## config.mk

```make
export PLATFORM = sky130hd
export DESIGN_NAME = audio_i2s_tx
export DESIGN_NICKNAME = d
export VERILOG_FILES = /design/src/rtl/audio_i2s_tx.sv
export SDC_FILE = /design/constraint.sdc
export NUM_CORES = 1
export LEC_CHECK = 0
export ABC_AREA = 1
export ABC_CLOCK_PERIOD_IN_PS = 2000
export BUFFER_PORTS_ARGS = -buffer_cell sky130_fd_sc_hd__buf_2
export CORE_MARGIN = 4
export CORE_UTILIZATION = 30
export DETAILED_ROUTE_END_ITERATION = 16
export HOLD_SLACK_MARGIN = 0.08
export SLEW_MARGIN = 30
export SYNTH_ARGS = -nofsm -noshare
export SYNTH_HDL_FRONTEND = slang
export SYNTH_SLANG_ARGS = --single-unit
```

## constraint.sdc

```tcl
create_clock -name clk -period 2 [get_ports clk]
set_clock_uncertainty 0.1 [all_clocks]
set_input_delay 0.1 -clock clk [delete_from_list [all_inputs] [get_ports clk]]
set_output_delay 0.1 -clock clk [all_outputs]
set_load 0.01 [all_outputs]
```

## src/rtl/audio_i2s_tx.sv

```systemverilog
// I2S transmitter: divides clk into BCLK, serialises {left,right} MSB first with
// the one-BCLK data delay after each LRCK edge, and buffers one pending sample.
module audio_i2s_tx #(
  parameter int WIDTH    = 16,
  parameter int BCLK_DIV = 4
) (
  input  logic             clk,
  input  logic             rst_n,
  input  logic             audio_en,
  input  logic [WIDTH-1:0] left,
  input  logic [WIDTH-1:0] right,
  output logic             i2s_bclk,
  output logic             i2s_lrck,
  output logic             i2s_data,
  output logic             sample_req,
  output logic             underrun,
  output logic             overrun
);

  localparam int FW = 2 * WIDTH;
  localparam int CW = $clog2(FW);
  localparam int PW = $clog2(BCLK_DIV);

  localparam logic [PW-1:0] PRESC_LAST = PW'(BCLK_DIV - 1);
  localparam logic [CW-1:0] CNT_LAST   = CW'(FW - 1);
  localparam logic [CW-1:0] CNT_RIGHT  = CW'(WIDTH);

  logic [PW-1:0] r_presc;
  logic          r_bclk;
  logic          r_lrck;
  logic          r_data;
  logic [CW-1:0] r_bit_cnt;
  logic [FW-1:0] r_shreg;
  logic [FW-1:0] r_hold;
  logic [FW-1:0] r_last;
  logic          r_hold_valid;
  logic          r_sample_req;
  logic          r_underrun;
  logic          r_overrun;

  logic          w_tc;
  logic          w_fall;
  logic          w_load;
  logic [CW-1:0] w_cnt_next;
  logic [FW-1:0] w_sample;
  logic [FW-1:0] w_frame;

  assign w_tc       = (r_presc == PRESC_LAST);
  assign w_fall     = w_tc && r_bclk;
  assign w_load     = w_fall && (r_bit_cnt == CNT_LAST);
  assign w_cnt_next = (r_bit_cnt == CNT_LAST) ? '0 : r_bit_cnt + 1'b1;
  assign w_sample   = {left, right};

  // A strobe coinciding with the load wins over hold; otherwise hold, else repeat.
  always_comb begin
    // NOTE: default first so every path assigns w_frame and no latch is inferred.
    w_frame = r_last;
    if (audio_en)          w_frame = w_sample;
    else if (r_hold_valid) w_frame = r_hold;
  end

  // NOTE: the sample buffers are reset too, so an aborted frame can never replay stale audio.
  always_ff @(posedge clk or negedge rst_n) begin
    if (!rst_n) begin
      r_presc   <= '0;
      r_bclk    <= 1'b0;
      r_lrck    <= 1'b1;
      r_data    <= 1'b0;
      r_bit_cnt <= CNT_LAST;
      r_shreg   <= '0;
    end else begin
      // NOTE: non-blocking so every register samples pre-edge values, as in hardware.
      r_presc <= w_tc ? '0 : r_presc + 1'b1;
      if (w_tc) r_bclk <= ~r_bclk;
      if (w_fall) begin
        r_bit_cnt <= w_cnt_next;
        r_data    <= r_shreg[FW-1];
        r_shreg   <= w_load ? w_frame : {r_shreg[FW-2:0], 1'b0};
        if (w_cnt_next == '0)            r_lrck <= 1'b0;
        else if (w_cnt_next == CNT_RIGHT) r_lrck <= 1'b1;
      end
    end
  end

  always_ff @(posedge clk or negedge rst_n) begin
    if (!rst_n) begin
      r_hold       <= '0;
      r_last       <= '0;
      r_hold_valid <= 1'b0;
      r_sample_req <= 1'b0;
      r_underrun   <= 1'b0;
      r_overrun    <= 1'b0;
    end else begin
      r_sample_req <= w_load;
      r_underrun   <= w_load && !audio_en && !r_hold_valid;
      r_overrun    <= !w_load && audio_en && r_hold_valid;
      if (w_load) begin
        r_last       <= w_frame;
        r_hold_valid <= 1'b0;
      end else if (audio_en) begin
        r_hold       <= w_sample;
        r_hold_valid <= 1'b1;
      end
    end
  end

  assign i2s_bclk   = r_bclk;
  assign i2s_lrck   = r_lrck;
  assign i2s_data   = r_data;
  assign sample_req = r_sample_req;
  assign underrun   = r_underrun;
  assign overrun    = r_overrun;

endmodule

```

==> metrics.cfg <==
[drt]
wl_um = 11300
antenna_left = 0
drc = 0
drt_iter0_drc = 249
viasPerCell = 4.51
first_pass_iters = 4
wl_per_cell_um = 12.8
routed-via-count = 3967

[critical_path]
crit_path_max_incr_delay_ns = 0.53
required_ns = 2.18
worstPathCellList = ha_1, nand2_1, nor2_4, ha_4, nand2_8, buf_12, a21oi_2, nand2_1, a21oi_2
worst-path-max-fanout = 20
end_kind = flop
worstSetupStartpointType = flop
worstSetupPathType = flop to flop
slowest_stage = dfstp_2
cp.arrival_ns = 2.04

[synthesis]
ys_ff_latch = 110
synth_warnings = 0
synth_area_leaders = dfrtp_1, nand2_1, a21oi_1
synthFlopType = dfrtp_1
synth_cell_type_count = 24
synthCells = 583
synth_fp_nets = 622
async_flop_share_pct = 100
ys_seq_area_share_pct = 53.7
synth_top_area_share_pct = 50.7
yosysMostFrequentCell = nand2_1
netlist.top_cell.by_area = dfrtp_1
synthTopCellsByCount = nand2_1, dfrtp_1, inv_1
synthesis.area_um2 = 5140
syn_avg_cell_area_um2 = 8.81
synth_edf_count = 0

[layout]
nNetsFinal = 693
regArea_um2 = 2760
area_growth_syn_to_layout_pct = 21.4
multi_input_area_um2 = 1890
layout-drive-gt1-share_pct = 18.8
insertedDiodeCount = 0
fillCellCount = 1714
layoutNonFillerInstCount = 879

[flow_run]
drv_cap = 0

[cts]
cts_setup_buffers = 0
h-tree-depth = 3
numClockSinks = 110
clk_latency_ns = 0.35
cts-root-buf = clkbuf_16
cts_inserted_buffers = 9
cts_tree = built
clk_pin_slew_worst_paths_ns = 0.07
cts_buffer_depth = 2

[global_route]
grt_first_pass_wirelength_um = 19600
grt-ovfl-total = 0
grt_max_degree = 71
grt_pass1_vias = 3943
antenna_found_initial = 0
grt_use_total_pct = 12.3

[die]
start_util_pct = 30.8
ioPinCount = 41
die_h_um = 139
die-area_um2 = 19300
die_w_um = 139
coreArea_um2 = 16700
fp-row-count = 47

[placement]
place.gp.congestion = 0.755
hpwl_um = 7270
placed_cells = 830
port_buffers = 40

[status]
status = finished clean

[sta]
min_period_ns = 1.86
tightest_slew_ns = 0.623
slew_headroom_pct = 58.5
fin_setup_tns_ns = 0
fmaxAchievable_ghz = 0.539
min_period_over_period_pct = 92.8
rsz0062_at_grt = no
slew_viol_final = 0
finalHoldViolations = 0
finalSetupViolations = 0

[pwr]
ir_drop_v = 0.000342
power_switching_share_pct = 23.3
power.share.sequential_pct = 53.8
combPwrFrac_pct = 7.5
p_per_area_nw_per_um2 = 689
p_switching_mw = 1.00
power_leakage_nw = 2.83
p_clk_share_pct = 38.7
p_int_mw = 3.30

[min_path]
hold_path_class = primary input to async pin

[layout by cell type (no fill, tap or decap), drive strengths merged]
cell / count
clkinvlp: 1
o21ai: 70
dfrtp: 104
ha: 4
o21a: 1
a21oi: 94
inv: 73
nand2: 116
buf: 65
nand3: 4
nor2: 40
clkbuf: 12
dfstp: 6
dlygate4sd3: 33
o211ai: 31
nand4: 1
nor3: 1
clkinv: 3
[path summary, 6_finish.rpt]
path / start / slack, ns / cells past startpoint / to
max in group asynchronous: rst_n / 1.16 / 3 / r_last[12]
hold reg to reg: r_presc[0] / 0.33 / 1 / r_presc[0]
min in group clk: audio_en / 0.26 / 5 / r_last[17]
setup reg to reg: r_bit_cnt[0] / 0.14 / 9 / r_shreg[15]
hold / removal: rst_n / 0.19 / 3 / overrun
setup / recovery: r_bit_cnt[0] / 0.14 / 9 / r_shreg[15]
[cell families after synthesis]
kind of cell	synth area share, %
AO/OA/AOI/OAI	22.7
AND/OR/NAND/NOR	12.4
buffers and inverters	10.2
flip-flops	53.7
adder cells (fa/ha/maj)	0.974
[per-stage QoR]
| stage | power, mW | hold slack (ns) | setup WS [ns] | utilization [%] | cell area [um2] |
|---|---|---|---|---|---|
| floorplan | 2.51 | -0.296 | 0.117 | - | 5140 |
| global placement | 2.63 | 0.0494 | 0.0675 | 33.6 | 5610 |
| detailed placement | 2.64 | 0.0465 | 0.0484 | 33.6 | 5610 |
| CTS | 4.37 | 0.209 | 0.0268 | 37.2 | 6210 |
| global route | 4.50 | 0.232 | 0.0153 | 37.4 | 6240 |
| finish | 4.30 | 0.191 | 0.144 | 37.4 | 6240 |
[sequential cells by signal, summed over array words and instances, names as in the netlist]
name and count:
r_hold 32, r_last 32, r_shreg 32, r_bit_cnt 5, r_presc 2, i2s_bclk 1, i2s_data 1, i2s_lrck 1
overrun 1, r_hold_valid 1, sample_req 1, underrun 1
[layer usage]
metal | global-route usage [%] | routed length, um
met4 | 4.02 | 113
met1 | 16.6 | 5460
met3 | 2.69 | 371
met2 | 19.8 | 5300
met5 | 0 | 0
[critical path, delay by kind of cell, from the launching register on]
family	cells	cell delay, ns
AO/OA/AOI/OAI	2	0.24
adder cells (fa/ha/maj)	2	0.34
buffers and inverters	1	0.17
flip-flops	1	0.53
AND/OR/NAND/NOR	4	0.40
[power by group through the flow]
stage                     sequential [mW]  clock [mW]  combinational (mW)
final                                2.31        1.66               0.323
after global routing                 2.32        1.80               0.377
after CTS                            2.31        1.73               0.332
after detailed placement             2.35           0               0.281
after global placement               2.35           0               0.277
after floorplan                      2.35           0               0.166
[repair_timing]
item,in CTS,in global routing
hold buffers,33,0
gates resized for setup,0,10
setup endpoints to repair,0,93
hold endpoints to repair,193,0
[area by class of cell]
type / count / area share (%)
Sequential cell: 110 / 44.3
Multi-Input combinational cell: 362 / 30.2
Tap cell: 220 / 4.41
Timing Repair Buffer: 98 / 12.4
Clock buffer: 12 / 3.95
Inverter: 73 / 4.43
Clock inverter: 4 / 0.361
No activity file was read; power rests on OpenSTA's default activity.
